==> src/rtl/alu_pkg.sv <==
// Shared ALU encodings: ALU control codes, ALUOp classes and R-type funct values.
package alu_pkg;

  // ALU control codes presented to the ALU
  localparam logic [3:0] ALU_AND = 4'b0000;
  localparam logic [3:0] ALU_OR  = 4'b0001;
  localparam logic [3:0] ALU_ADD = 4'b0010;
  localparam logic [3:0] ALU_SUB = 4'b0110;
  localparam logic [3:0] ALU_SLT = 4'b0111;
  localparam logic [3:0] ALU_NOR = 4'b1100;

  // ALUOp classes from the main decoder; 2'b11 is not assigned
  localparam logic [1:0] ALUOP_MEM    = 2'b00;
  localparam logic [1:0] ALUOP_BRANCH = 2'b01;
  localparam logic [1:0] ALUOP_RTYPE  = 2'b10;

  // R-type funct field values
  localparam logic [5:0] FUNCT_ADD = 6'b100000;
  localparam logic [5:0] FUNCT_SUB = 6'b100010;
  localparam logic [5:0] FUNCT_AND = 6'b100100;
  localparam logic [5:0] FUNCT_OR  = 6'b100101;
  localparam logic [5:0] FUNCT_NOR = 6'b100111;
  localparam logic [5:0] FUNCT_SLT = 6'b101010;

endpackage

==> src/rtl/id_ex_stage_if.sv <==
// Decode-to-ALU stage bus: upstream handshake and operands, downstream handshake and
// registered ALU inputs. The stage is the slave; its driver/consumer side is the master.
interface id_ex_stage_if #(
  parameter int unsigned DW   = 32,
  parameter int unsigned IMMW = 16,
  parameter int unsigned RW   = 5
);
  logic            flush;
  logic            in_valid;
  logic            in_ready;
  logic [1:0]      in_alu_op;
  logic [5:0]      in_funct;
  logic            in_alu_src;
  logic [DW-1:0]   in_rs_data;
  logic [DW-1:0]   in_rt_data;
  logic [IMMW-1:0] in_imm;
  logic [RW-1:0]   in_rd;
  logic            out_valid;
  logic            out_ready;
  logic [3:0]      ALUControl;
  logic [DW-1:0]   DataIn0;
  logic [DW-1:0]   DataIn1;
  logic [RW-1:0]   out_rd;
  logic            out_illegal;
  logic [31:0]     issue_count;

  modport slave (
    input  flush, in_valid, in_alu_op, in_funct, in_alu_src, in_rs_data, in_rt_data,
           in_imm, in_rd, out_ready,
    output in_ready, out_valid, ALUControl, DataIn0, DataIn1, out_rd, out_illegal,
           issue_count
  );

  modport master (
    output flush, in_valid, in_alu_op, in_funct, in_alu_src, in_rs_data, in_rt_data,
           in_imm, in_rd, out_ready,
    input  in_ready, out_valid, ALUControl, DataIn0, DataIn1, out_rd, out_illegal,
           issue_count
  );
endinterface

==> src/rtl/alu_control_dec.sv <==
// Combinational ALU control decoder: (ALUOp, funct) -> (4-bit ALU control, illegal flag).
// Undecodable combinations fall back to add so the ALU still sees a defined code.
module alu_control_dec
  import alu_pkg::*;
(
  input  logic [1:0] alu_op,
  input  logic [5:0] funct,
  output logic [3:0] alu_control,
  output logic       illegal
);

  // Decode ALUOp class, then funct for R-type
  always_comb begin
    alu_control = ALU_ADD;
    illegal     = 1'b0;
    unique case (alu_op)
      ALUOP_MEM:    alu_control = ALU_ADD;
      ALUOP_BRANCH: alu_control = ALU_SUB;
      ALUOP_RTYPE: begin
        case (funct)
          FUNCT_ADD: alu_control = ALU_ADD;
          FUNCT_SUB: alu_control = ALU_SUB;
          FUNCT_AND: alu_control = ALU_AND;
          FUNCT_OR:  alu_control = ALU_OR;
          FUNCT_NOR: alu_control = ALU_NOR;
          FUNCT_SLT: alu_control = ALU_SLT;
          default:   illegal     = 1'b1;
        endcase
      end
      default:      illegal     = 1'b1;
    endcase
  end

endmodule

==> src/rtl/id_ex_stage.sv <==
// ID/EX pipeline register: decodes ALU control, selects operand B, and holds the ALU
// inputs behind a valid/ready handshake with flush and an issued-instruction counter.
module id_ex_stage
  import alu_pkg::*;
#(
  parameter int unsigned DW   = 32,
  parameter int unsigned IMMW = 16,
  parameter int unsigned RW   = 5
) (
  input  logic          clk,
  input  logic          reset,
  id_ex_stage_if.slave  bus
);

  logic [3:0]    decCtrl;
  logic          decIllegal;
  logic [DW-1:0] operandB;
  logic          inReady;
  logic          load;
  logic          handoff;

  logic          validQ,   validD;
  logic [3:0]    ctrlQ,    ctrlD;
  logic [DW-1:0] data0Q,   data0D;
  logic [DW-1:0] data1Q,   data1D;
  logic [RW-1:0] rdQ,      rdD;
  logic          illegalQ, illegalD;
  logic [31:0]   issueQ,   issueD;

  alu_control_dec uDec (
    .alu_op      (bus.in_alu_op),
    .funct       (bus.in_funct),
    .alu_control (decCtrl),
    .illegal     (decIllegal)
  );

  // Operand B: register rt or sign-extended immediate
  always_comb begin
    operandB = bus.in_rt_data;
    if (bus.in_alu_src) begin
      operandB = {{(DW-IMMW){bus.in_imm[IMMW-1]}}, bus.in_imm};
    end
  end

  // Empty or draining this cycle means we can take a new instruction with no bubble
  assign inReady = !validQ || bus.out_ready;
  assign load    = bus.in_valid && inReady && !bus.flush;
  assign handoff = validQ && bus.out_ready && !bus.flush;

  // Next state: flush beats load, load beats drain; data regs only change on load
  always_comb begin
    validD   = validQ;
    ctrlD    = ctrlQ;
    data0D   = data0Q;
    data1D   = data1Q;
    rdD      = rdQ;
    illegalD = illegalQ;
    issueD   = handoff ? issueQ + 32'd1 : issueQ;
    if (bus.flush) begin
      validD = 1'b0;
    end else if (load) begin
      validD   = 1'b1;
      ctrlD    = decCtrl;
      data0D   = bus.in_rs_data;
      data1D   = operandB;
      rdD      = bus.in_rd;
      illegalD = decIllegal;
    end else if (bus.out_ready) begin
      validD = 1'b0;
    end
  end

  // State registers with synchronous reset
  always_ff @(posedge clk) begin
    if (reset) begin
      validQ   <= 1'b0;
      ctrlQ    <= ALU_ADD;
      data0Q   <= '0;
      data1Q   <= '0;
      rdQ      <= '0;
      illegalQ <= 1'b0;
      issueQ   <= '0;
    end else begin
      validQ   <= validD;
      ctrlQ    <= ctrlD;
      data0Q   <= data0D;
      data1Q   <= data1D;
      rdQ      <= rdD;
      illegalQ <= illegalD;
      issueQ   <= issueD;
    end
  end

  assign bus.in_ready    = inReady;
  assign bus.out_valid   = validQ;
  assign bus.ALUControl  = ctrlQ;
  assign bus.DataIn0     = data0Q;
  assign bus.DataIn1     = data1Q;
  assign bus.out_rd      = rdQ;
  assign bus.out_illegal = illegalQ;
  assign bus.issue_count = issueQ;

endmodule

==> src/flat_wrapper.sv <==
// flat-port wrapper written by rule: the top's interface ports become plain ports
module id_ex_stage_flat import alu_pkg::*;
#(
  parameter int unsigned DW   = 32,
  parameter int unsigned IMMW = 16,
  parameter int unsigned RW   = 5
)
  (clk, reset, bus_flush, bus_in_valid, bus_in_alu_op, bus_in_funct, bus_in_alu_src, bus_in_rs_data, bus_in_rt_data, bus_in_imm, bus_in_rd, bus_out_ready, bus_in_ready, bus_out_valid, bus_ALUControl, bus_DataIn0, bus_DataIn1, bus_out_rd, bus_out_illegal, bus_issue_count);
  id_ex_stage_if #(.DW(DW), .IMMW(IMMW), .RW(RW)) bus_i ();
  input  logic clk;
  input  logic reset;
  input wire logic [$bits(bus_i.flush)-1:0] bus_flush;
  input wire logic [$bits(bus_i.in_valid)-1:0] bus_in_valid;
  input wire logic [$bits(bus_i.in_alu_op)-1:0] bus_in_alu_op;
  input wire logic [$bits(bus_i.in_funct)-1:0] bus_in_funct;
  input wire logic [$bits(bus_i.in_alu_src)-1:0] bus_in_alu_src;
  input wire logic [$bits(bus_i.in_rs_data)-1:0] bus_in_rs_data;
  input wire logic [$bits(bus_i.in_rt_data)-1:0] bus_in_rt_data;
  input wire logic [$bits(bus_i.in_imm)-1:0] bus_in_imm;
  input wire logic [$bits(bus_i.in_rd)-1:0] bus_in_rd;
  input wire logic [$bits(bus_i.out_ready)-1:0] bus_out_ready;
  output wire logic [$bits(bus_i.in_ready)-1:0] bus_in_ready;
  output wire logic [$bits(bus_i.out_valid)-1:0] bus_out_valid;
  output wire logic [$bits(bus_i.ALUControl)-1:0] bus_ALUControl;
  output wire logic [$bits(bus_i.DataIn0)-1:0] bus_DataIn0;
  output wire logic [$bits(bus_i.DataIn1)-1:0] bus_DataIn1;
  output wire logic [$bits(bus_i.out_rd)-1:0] bus_out_rd;
  output wire logic [$bits(bus_i.out_illegal)-1:0] bus_out_illegal;
  output wire logic [$bits(bus_i.issue_count)-1:0] bus_issue_count;
  assign bus_i.flush = bus_flush;
  assign bus_i.in_valid = bus_in_valid;
  assign bus_i.in_alu_op = bus_in_alu_op;
  assign bus_i.in_funct = bus_in_funct;
  assign bus_i.in_alu_src = bus_in_alu_src;
  assign bus_i.in_rs_data = bus_in_rs_data;
  assign bus_i.in_rt_data = bus_in_rt_data;
  assign bus_i.in_imm = bus_in_imm;
  assign bus_i.in_rd = bus_in_rd;
  assign bus_i.out_ready = bus_out_ready;
  assign bus_in_ready = bus_i.in_ready;
  assign bus_out_valid = bus_i.out_valid;
  assign bus_ALUControl = bus_i.ALUControl;
  assign bus_DataIn0 = bus_i.DataIn0;
  assign bus_DataIn1 = bus_i.DataIn1;
  assign bus_out_rd = bus_i.out_rd;
  assign bus_out_illegal = bus_i.out_illegal;
  assign bus_issue_count = bus_i.issue_count;
  id_ex_stage #(.DW(DW), .IMMW(IMMW), .RW(RW)) u_core (.clk(clk), .reset(reset), .bus(bus_i));
endmodule
==> config.mk <==
export PLATFORM = sky130hd
export DESIGN_NAME = id_ex_stage_flat
export DESIGN_NICKNAME = d
export VERILOG_FILES = /design/src/rtl/alu_pkg.sv /design/src/rtl/id_ex_stage_if.sv /design/src/rtl/alu_control_dec.sv /design/src/rtl/id_ex_stage.sv /design/src/flat_wrapper.sv
export SDC_FILE = /design/constraint.sdc
export NUM_CORES = 1
export LEC_CHECK = 0
export CORE_UTILIZATION = 45
export DETAILED_ROUTE_END_ITERATION = 6
export GPL_ROUTABILITY_DRIVEN = 0
export PLACE_DENSITY = 0.86
export SLEW_MARGIN = 10
export SYNTH_ARGS = -nofsm -noshare
export SYNTH_HDL_FRONTEND = slang
export SYNTH_SLANG_ARGS = --single-unit
==> constraint.sdc <==
create_clock -name clk -period 3.63 [get_ports clk]
set_clock_uncertainty 0.1 [all_clocks]
set_input_delay 0.726 -clock clk [delete_from_list [all_inputs] [get_ports clk]]
set_output_delay 0.726 -clock clk [all_outputs]
set_load 0.02 [all_outputs]
After elaboration in Yosys (flattened, before gate mapping):

Index checks and enable logic that the tools add are counted.
W data, S select, Z words.

* register bits after elaboration: 107
* output and inout bits: 108
* word-level logic and storage cells: 37

* eq/ne operators: 8
* reduce and logical (&&, ||, !) cells: 13
* muxes and demuxes: 7
* bitwise operators: 1
* $add $sub $neg: 1

Operator list (number)
* $eq A6 B6 Y1 const B: 6
* $add A32 B1 Y32 const B: 1
* $mux W32: 1
* $pmux W4 S5: 1
* $pmux W4 S2: 1
* $reduce_or A6 Y1: 1
* $logic_and A1 B1 Y1: 4
* $reduce_or A2 Y1: 2
* $mux W1: 3
* $eq A2 B1 Y1 const B: 1
* $eq A2 B2 Y1 const B: 1
* $logic_not A1 Y1: 2
* $logic_not A2 Y1: 1
* $pmux W1 S2: 1
* $reduce_and A2 Y1: 1
* $reduce_bool A2 Y1: 1
* $logic_or A1 B1 Y1: 1
* $not A1 Y1: 1

Logic depth before layout (Yosys ltp):

* word-level depth: 5
* depth in mapped cells: 7

By module:

From an unflattened synthesis, not the netlist that was laid out.

* cells, all modules: 546
* area, all modules: 4630.7 um^2

Modules (own cells, without submodules)
* id_ex_stage: area an instance 4431.8 um^2, seq. area each 2142.1 um^2, instances 1, cells an instance 521
* alu_control_dec: area an instance 198.9 um^2, seq. area each 0.0 um^2, instances 1, cells an instance 25

Worst setup path before layout:

No wires, ideal clock.

* path type: input port to flip-flop
* from: input bus_flush
* to: register u_core.issueQ[21] (netlist: u_core.bus.issue_count[21])
* path buffers: 2
* slack: 1174 ps
* arrival time: 2235 ps
* stages on the path: 6
* library setup time: 121 ps
* required time: 3409 ps
* path through: nand4b_4 -> or4_1 -> clkbuf_1 -> buf_2 -> nor4_1 -> mux2_2

* cells in the longest elaborated chain, start to end: 2

RTL lines
* start: declaration: line flat_wrapper.sv:12 `input wire logic [$bits(bus_i.flush)-1:0] bus_flush;`
* $logic_not A1 Y1: line id_ex_stage.sv:48 `assign handoff = validQ && bus.out_ready && !bus.flush;`
* $logic_and A1 B1 Y1: line id_ex_stage.sv:48
* end signal: assignment: line id_ex_stage.sv:90 `issueQ <= issueD;`
* end: declaration: line id_ex_stage.sv:28 `logic [31:0] issueQ, issueD;`

No other way between the ends.
A chain may end at the register's enable or synchronous reset.

Worst setup path in the final report:

* from: input bus_out_ready
* to: output bus_in_ready

* cells in the longest elaborated chain, start to end: 1

RTL lines
* start: declaration: line flat_wrapper.sv:21 `input wire logic [$bits(bus_i.out_ready)-1:0] bus_out_ready;`
* $logic_or A1 B1 Y1: line id_ex_stage.sv:46 `assign inReady = !validQ || bus.out_ready;`
* end: declaration: line flat_wrapper.sv:22 `output wire logic [$bits(bus_i.in_ready)-1:0] bus_in_ready;`

No other way between the ends.

==> flow_summary.json <==
{
  "drive_gt1_frac": 0.0401,
  "cts_root_buf": "clkbuf_8",
  "dieHeight_um": 102,
  "post-route-period-util": 0.818,
  "cp-start-kind": "input pin",
  "async_flop_share": 0,
  "setup_tns_ns": 0,
  "areaGrowthSynthToFinish_pct": 51.8,
  "maxCapViolations": 0,
  "cts_made_buffers": 9,
  "dieArea_mm2": 0.0104,
  "grt_remaining_overflow": 0,
  "clock-sinks": 107,
  "grt_use_total": 0.238,
  "ctsResizeCount": 0,
  "setup_violations": 0,
  "seqCellArea_mm2": 0.00214,
  "yosys_warnings": 0,
  "crit_top_cell": "clkdlybuf4s50_1",
  "design.core.area_mm2": 0.00973,
  "cts.clk_slew.worst_paths_ns": 0.10,
  "hold_class": "reg2reg",
  "synthFlopType": "dfxtp_1",
  "synth-seq-area-share": 0.476,
  "hold_depth": 2,
  "reg2reg_depth": 4,
  "p_leak_uw": 0.00239,
  "post-route-drc-count": 0,
  "routedWlPerCell_um": 14.7,
  "multi_input_area_mm2": 0.00215,
  "post_dp_cell_area_mm2": 0.00661,
  "path_cells": "clkdlybuf4s50_1, nor2b_1, inv_1, clkdlybuf4s50_1",
  "cp.depth": 4,
  "diodes": 0,
  "period_needed_ns": 2.97,
  "synth_fp_nets": 640,
  "synth-edff-count": 0,
  "antenna_found_initial": 0,
  "fmax_mhz": 337,
  "crit_fanout": 4,
  "status": "completed",
  "cts-htree-levels": 3,
  "required_ns": 2.80,
  "row_count": 36,
  "vdd_drop_max_mv": 0.257,
  "cp_slowest_cell": "clkdlybuf4s50_1",
  "drtPass1Iterations": 5,
  "grt_pass1_vias": 4159,
  "clockBufferDepth": 2,
  "grt_max_degree": 108,
  "pin_count": 207,
  "grt_pass1_wl_um": 19400,
  "tightest_slew_ns": 0.822,
  "power.density_mw_per_mm2": 361,
  "critical_path_class": "in2out",
  "clock_latency_ns": 0.36,
  "path_buf_inv": 3,
  "routed_wirelength_um": 12600,
  "hold_viol_final": 0,
  "synthCells": 537,
  "synth_cell_type_count": 44,
  "grt_setup_unrepaired": "false",
  "drt_iter0_markers": 185,
  "ant_nets": 0,
  "slowest_delay_ns": 0.55,
  "total_power_uw": 2470,
  "syn_avg_cell_area_um2": 8.38,
  "hpwl_um": 9110,
  "cts_tree": "yes",
  "post-cts-setup-buffer-count": 0,
  "worstSetupEndpointType": "primary output",
  "crit_family": "buffers and inverters",
  "finalInstanceArea_mm2": 0.00683,
  "cp_data_arrival_time_ns": 2.14,
  "final_net_count": 821,
  "vias": 4528,
  "netlist_area_mm2": 0.00450,
  "synth-seq-cells": 107,
  "final_util": 0.702,
  "slew_headroom": 0.452,
  "cts_hold_buf": 0,
  "start_util": 0.462,
  "vias_per_cell": 5.29,
  "io_buffers": 206,
  "fillCellCount": 780,
  "die_w_um": 102,
  "maxSlewViolCount": 0
}
-- cells by family after synthesis --
logic type      share of synthesized area
compound gates                      0.179
xor+xnor                           0.0156
fa+ha+maj                          0.0111
buf+inv                            0.0467
flops                               0.476
mux                                0.0459
simple gates                        0.225
-- state kept, by name, indices dropped and copies added (netlist names) --
| name | flops |
|---|---|
| u_core.bus.ALUControl | 4 |
| u_core.bus.issue_count | 32 |
| u_core.bus.DataIn0 | 32 |
| u_core.bus.DataIn1 | 32 |
| u_core.bus.out_rd | 5 |
| u_core.bus.out_valid | 1 |
| u_core.bus.out_illegal | 1 |
-- worst paths after layout --
path	slack, ns	from	endpoint
worst max-delay path	0.66	bus_out_ready	bus_in_ready
worst min-delay path	0.36	u_core.bus.out_rd[2]	u_core.bus.out_rd[2]
worst max register to register	1.15	u_core.bus.issue_count[9]	u_core.bus.issue_count[26]
worst min register to register	0.36	u_core.bus.out_rd[2]	u_core.bus.out_rd[2]
-- cells in the mapped netlist (2+ instances only) --
cell,n,area [um^2]
a211oi_1,32,240
a21oi_1,78,390
and2_1,3,18.8
and3_1,2,12.5
and4_1,2,17.5
and4b_1,2,20.0
buf_1,5,18.8
buf_2,3,15.0
clkbuf_1,31,116
dfxtp_1,107,2140
ha_1,4,50.1
inv_1,12,45.0
mux2_2,5,56.3
mux2i_1,15,150
nand2_1,87,327
nand3_1,10,50.1
nand3b_1,2,15.0
nand4_1,6,37.5
nor2_1,49,184
nor2b_1,6,37.5
nor3_1,3,15.0
nor4_1,4,25.0
o21ai_0,11,55.1
o31ai_1,10,75.1
or3_1,10,62.6
or4_1,14,105
xnor2_1,5,43.8
xor2_1,3,26.3
-- layout make-up --
type,instances,share of cell area
Tap cell,133,0.0244
Clock buffer,12,0.0213
Clock inverter,4,0.0108
Sequential cell,107,0.314
Timing Repair Buffer,210,0.308
Multi-Input combinational cell,377,0.315
Inverter,13,0.00715
-- routing by layer --
metal	share of wire	vias to the layer above	global-route usage
met5	0	-	0
met4	0.024	0	0.105
met3	0.074	23	0.0650
met2	0.51	171	0.418
met1	0.39	2087	0.269
li1	-	2247	-
-- worst register-to-register path, cell delays in order, from the launching register on --
cell     delay (ns)
dfxtp_1        0.46
nand4_2        0.16
or4_1          0.84
nor4_1         0.45
mux2_2         0.37
-- per-stage QoR --
stage / hold slack, ns / worst slack [ns] / cells
finish: 0.357 / 0.659 / 856
global route: 0.374 / 0.611 / 856
CTS: 0.361 / 0.659 / 856
detailed placement: 0.347 / 0.382 / 840
global placement: 0.341 / 0.460 / 840
floorplan: 0.430 / 1.17 / 537
-- cells in the final DEF, fill, tap and decap left out, drive strengths merged, types with 3 or more instances in the layout --
cell	netlist	routed
nor4	4	4
dfxtp	107	107
nor3	3	3
o31ai	10	10
nor2b	6	6
ha	4	4
nand3	10	10
mux2i	15	15
nor2	49	49
or3	10	10
nand4	7	7
and2	3	3
or4	14	14
buf	9	5
xnor2	5	5
xor2	3	3
clkbuf	31	12
a21oi	78	78
inv	12	12
clkdlybuf4s50	0	205
a211oi	32	32
clkinv	1	3
mux2	5	5
nand2	87	87
o21ai	11	11
-- where the power goes --
part	switching (uW)	internal (uW)	total (uW)	leakage [uW]
sequential	24.8	1220	1240	0.000873
combinational	195	220	415	0.00141
clock	397	409	806	0.000111
total	617	1850	2470	0.00239
(Power assumes the default switching activity.)
==> RTL edit: new RTL, config.mk and constraints unchanged <==
`RW` is set to 5 in 3 places; all go to 6.
--- a/src/rtl/id_ex_stage_if.sv
+++ b/src/rtl/id_ex_stage_if.sv
@@ -4,5 +4,5 @@
   parameter int unsigned DW   = 32,
   parameter int unsigned IMMW = 16,
-  parameter int unsigned RW   = 5
+  parameter int unsigned RW   = 6
 );
   logic            flush;
--- a/src/rtl/id_ex_stage.sv
+++ b/src/rtl/id_ex_stage.sv
@@ -6,5 +6,5 @@
   parameter int unsigned DW   = 32,
   parameter int unsigned IMMW = 16,
-  parameter int unsigned RW   = 5
+  parameter int unsigned RW   = 6
 ) (
   input  logic          clk,
--- a/src/flat_wrapper.sv
+++ b/src/flat_wrapper.sv
@@ -4,5 +4,5 @@
   parameter int unsigned DW   = 32,
   parameter int unsigned IMMW = 16,
-  parameter int unsigned RW   = 5
+  parameter int unsigned RW   = 6
 )
   (clk, reset, bus_flush, bus_in_valid, bus_in_alu_op, bus_in_funct, bus_in_alu_src, bus_in_rs_data, bus_in_rt_data, bus_in_imm, bus_in_rd, bus_out_ready, bus_in_ready, bus_out_valid, bus_ALUControl, bus_DataIn0, bus_DataIn1, bus_out_rd, bus_out_illegal, bus_issue_count);
Interface: changed (resized bus_in_rd and bus_out_rd); port bits go from 207 to 209. The function was not compared with the original's and may differ.
==> RTL edit against the unedited design <==
Non-clock buffer count increased by 4. First-iteration DRC count decreased by 26%. Area after synthesis decreased by 2.2%. Final area decreased by 0.48%. Power decreased by 2.7%. Maximum frequency increased by 2.7%. Setup slack improved by 0.078 ns. Sequential cell count increased by 1. Final cell count decreased by 1.1%. Core utilization increased by 2.3 points. Routed wire length decreased by 0.10%. Count of clock-buffer cells in the layout decreased by 2.
==> RTL edit: results (changes against the unedited design) <==
[power]
p_sw_frac = 0.2750  ; +0.02475
ir_drop_v = 0.0002227  ; -13%
p_leak_nw = 2.461  ; +2.8%
pwr-share-seq = 0.523  ; +0.018

[yosys]
ys_seq_area_frac = 0.4913  ; +0.01511
synth_cell_type_count = 37  ; -16%
synthTopCellsByArea = dfxtp_1 (49%), a21oi_1 (7.7%), nand2_1 (7.7%)
syn_nets = 625  ; -2.3%
synth_common_cells = dfxtp_1 (108), nand2_1 (90), a21oi_1 (68)
async_flop_share = 0  ; unchanged
avgSynthCellArea_um2 = 8.446  ; +0.83%
ys_warn_count = 0  ; unchanged

[global_routing]
met1_usage = 0.2891  ; +0.01976
antenna_found_initial = 0  ; unchanged
grt_pass1_wl_um = 19790  ; +2.1%
grt_pass1_vias = 4203  ; +1.1%
gr-usage-all-layers = 0.2475  ; +0.009710
use_met2 = 0.4268  ; +0.009109
use_met3 = 0.07143  ; +0.006449
grt_max_degree = 109  ; +0.93%

[detailed_routing]
via_per_inst = 5.156  ; -2.5%
drt-total-wl_um = 12610  ; -0.10%
route.met2.wl_um = 6171  ; -4.0%
drt-initial-drc-count = 137  ; -26%
dr.pass1.iters = 4  ; -1
top_layer = met4
wl_met3_um = 939  ; +0.75%
wl_met1_um = 5181  ; +4.6%

[sta]
hold_violations = 0  ; unchanged
fin_setup_tns_ns = 0  ; unchanged
worstMarginPinSlew_ns = 1.100  ; +0.2781 ns

[setup_path]
critical_path.max_stage_delay_ns = 0.54
critPathArrivalTime_ns = 2.07  ; -0.07 ns
cp_max_fo = 3  ; -1
slowest_stage = clkdlybuf4s50_1
cp_top_family = buffers and inverters

[clocking]
clock_latency_ns = 0.36  ; about the same
clockBufferDepth = 2  ; unchanged
htree_levels = 3  ; unchanged
post_cts_resized = 0  ; unchanged
cts_root_buffer = clkbuf_8
numCtsBuffers = 9  ; unchanged
postCtsSetupBuffers = 0  ; unchanged
path_clk_slew_ns = 0.10  ; about the same

[placement]
io_buffers = 208  ; +0.97%
detailed_place.area_mm2 = 0.006604  ; about the same
place_ws_ns = 0.6812  ; +0.2996 ns
placed_cells = 831  ; -1.1%
dp.final_hpwl_um = 9180  ; +0.76%

[outcome]
status = completed

[final_layout]
drive_gt1_frac = 0.04318  ; +0.003065
num-nets-final = 817  ; -0.49%
instances_no_fill = 847  ; -1.1%
antenna_cells = 0  ; unchanged
nFillCells = 719  ; -7.8%

[worst_hold_path]
hold_path_class = reg -> reg

[RTL edit: layout make-up]
cell class                      instances  area (um2)  share of cell area
Timing Repair Buffer                  214        2162              0.3181
Clock inverter                          6       55.05            0.008100
Tap cell                              129       161.4             0.02375
Sequential cell                       108        2162              0.3181
Inverter                                9       33.78            0.004971
Clock buffer                           10       137.6             0.02025
Multi-Input combinational cell        371        2085              0.3067
[RTL edit: logic make-up (layout without fill, tap and decap cells)]
group           after synthesis  after routing  share of synthesized area
compound gates              115            115                     0.1524
xor+xnor                     23             23                    0.04578
fa+ha+maj                     4              4                    0.01137
buf+inv                      42            239                    0.03611
flops                       108            108                     0.4913
mux                          16             16                    0.03639
simple gates                213            213                     0.2266
[RTL edit: worst paths after layout]
| path | start | to | slack (ns) | cells past startpoint |
|---|---|---|---|---|
| setup / recovery | bus_out_ready | bus_in_ready | 0.74 | 4 |
| hold / removal | u_core.bus.DataIn0[8] | u_core.bus.DataIn0[8] | 0.36 | 2 |
| setup reg to reg | u_core.bus.issue_count[0] | u_core.bus.issue_count[26] | 1.51 | 6 |
| hold reg to reg | u_core.bus.DataIn0[8] | u_core.bus.DataIn0[8] | 0.36 | 2 |
[RTL edit: power groups by stage]
stage	registers, mW	clock network, mW	logic, mW
final	1.25	0.719	0.424
after detailed placement	1.28	0	0.423
after global placement	1.28	0	0.412
after floorplan	1.34	0	0.127
after global routing	1.26	0.775	0.455
after CTS	1.26	0.726	0.426
[RTL edit: worst reg2reg max path: stages (launching register included)]
cell and delay, ns:
dfxtp_1 0.44, ha_1 0.19, nand4b_1 0.23, nor2_1 0.33, nand4_2 0.25, or3_1 0.38
a21oi_1 0.15
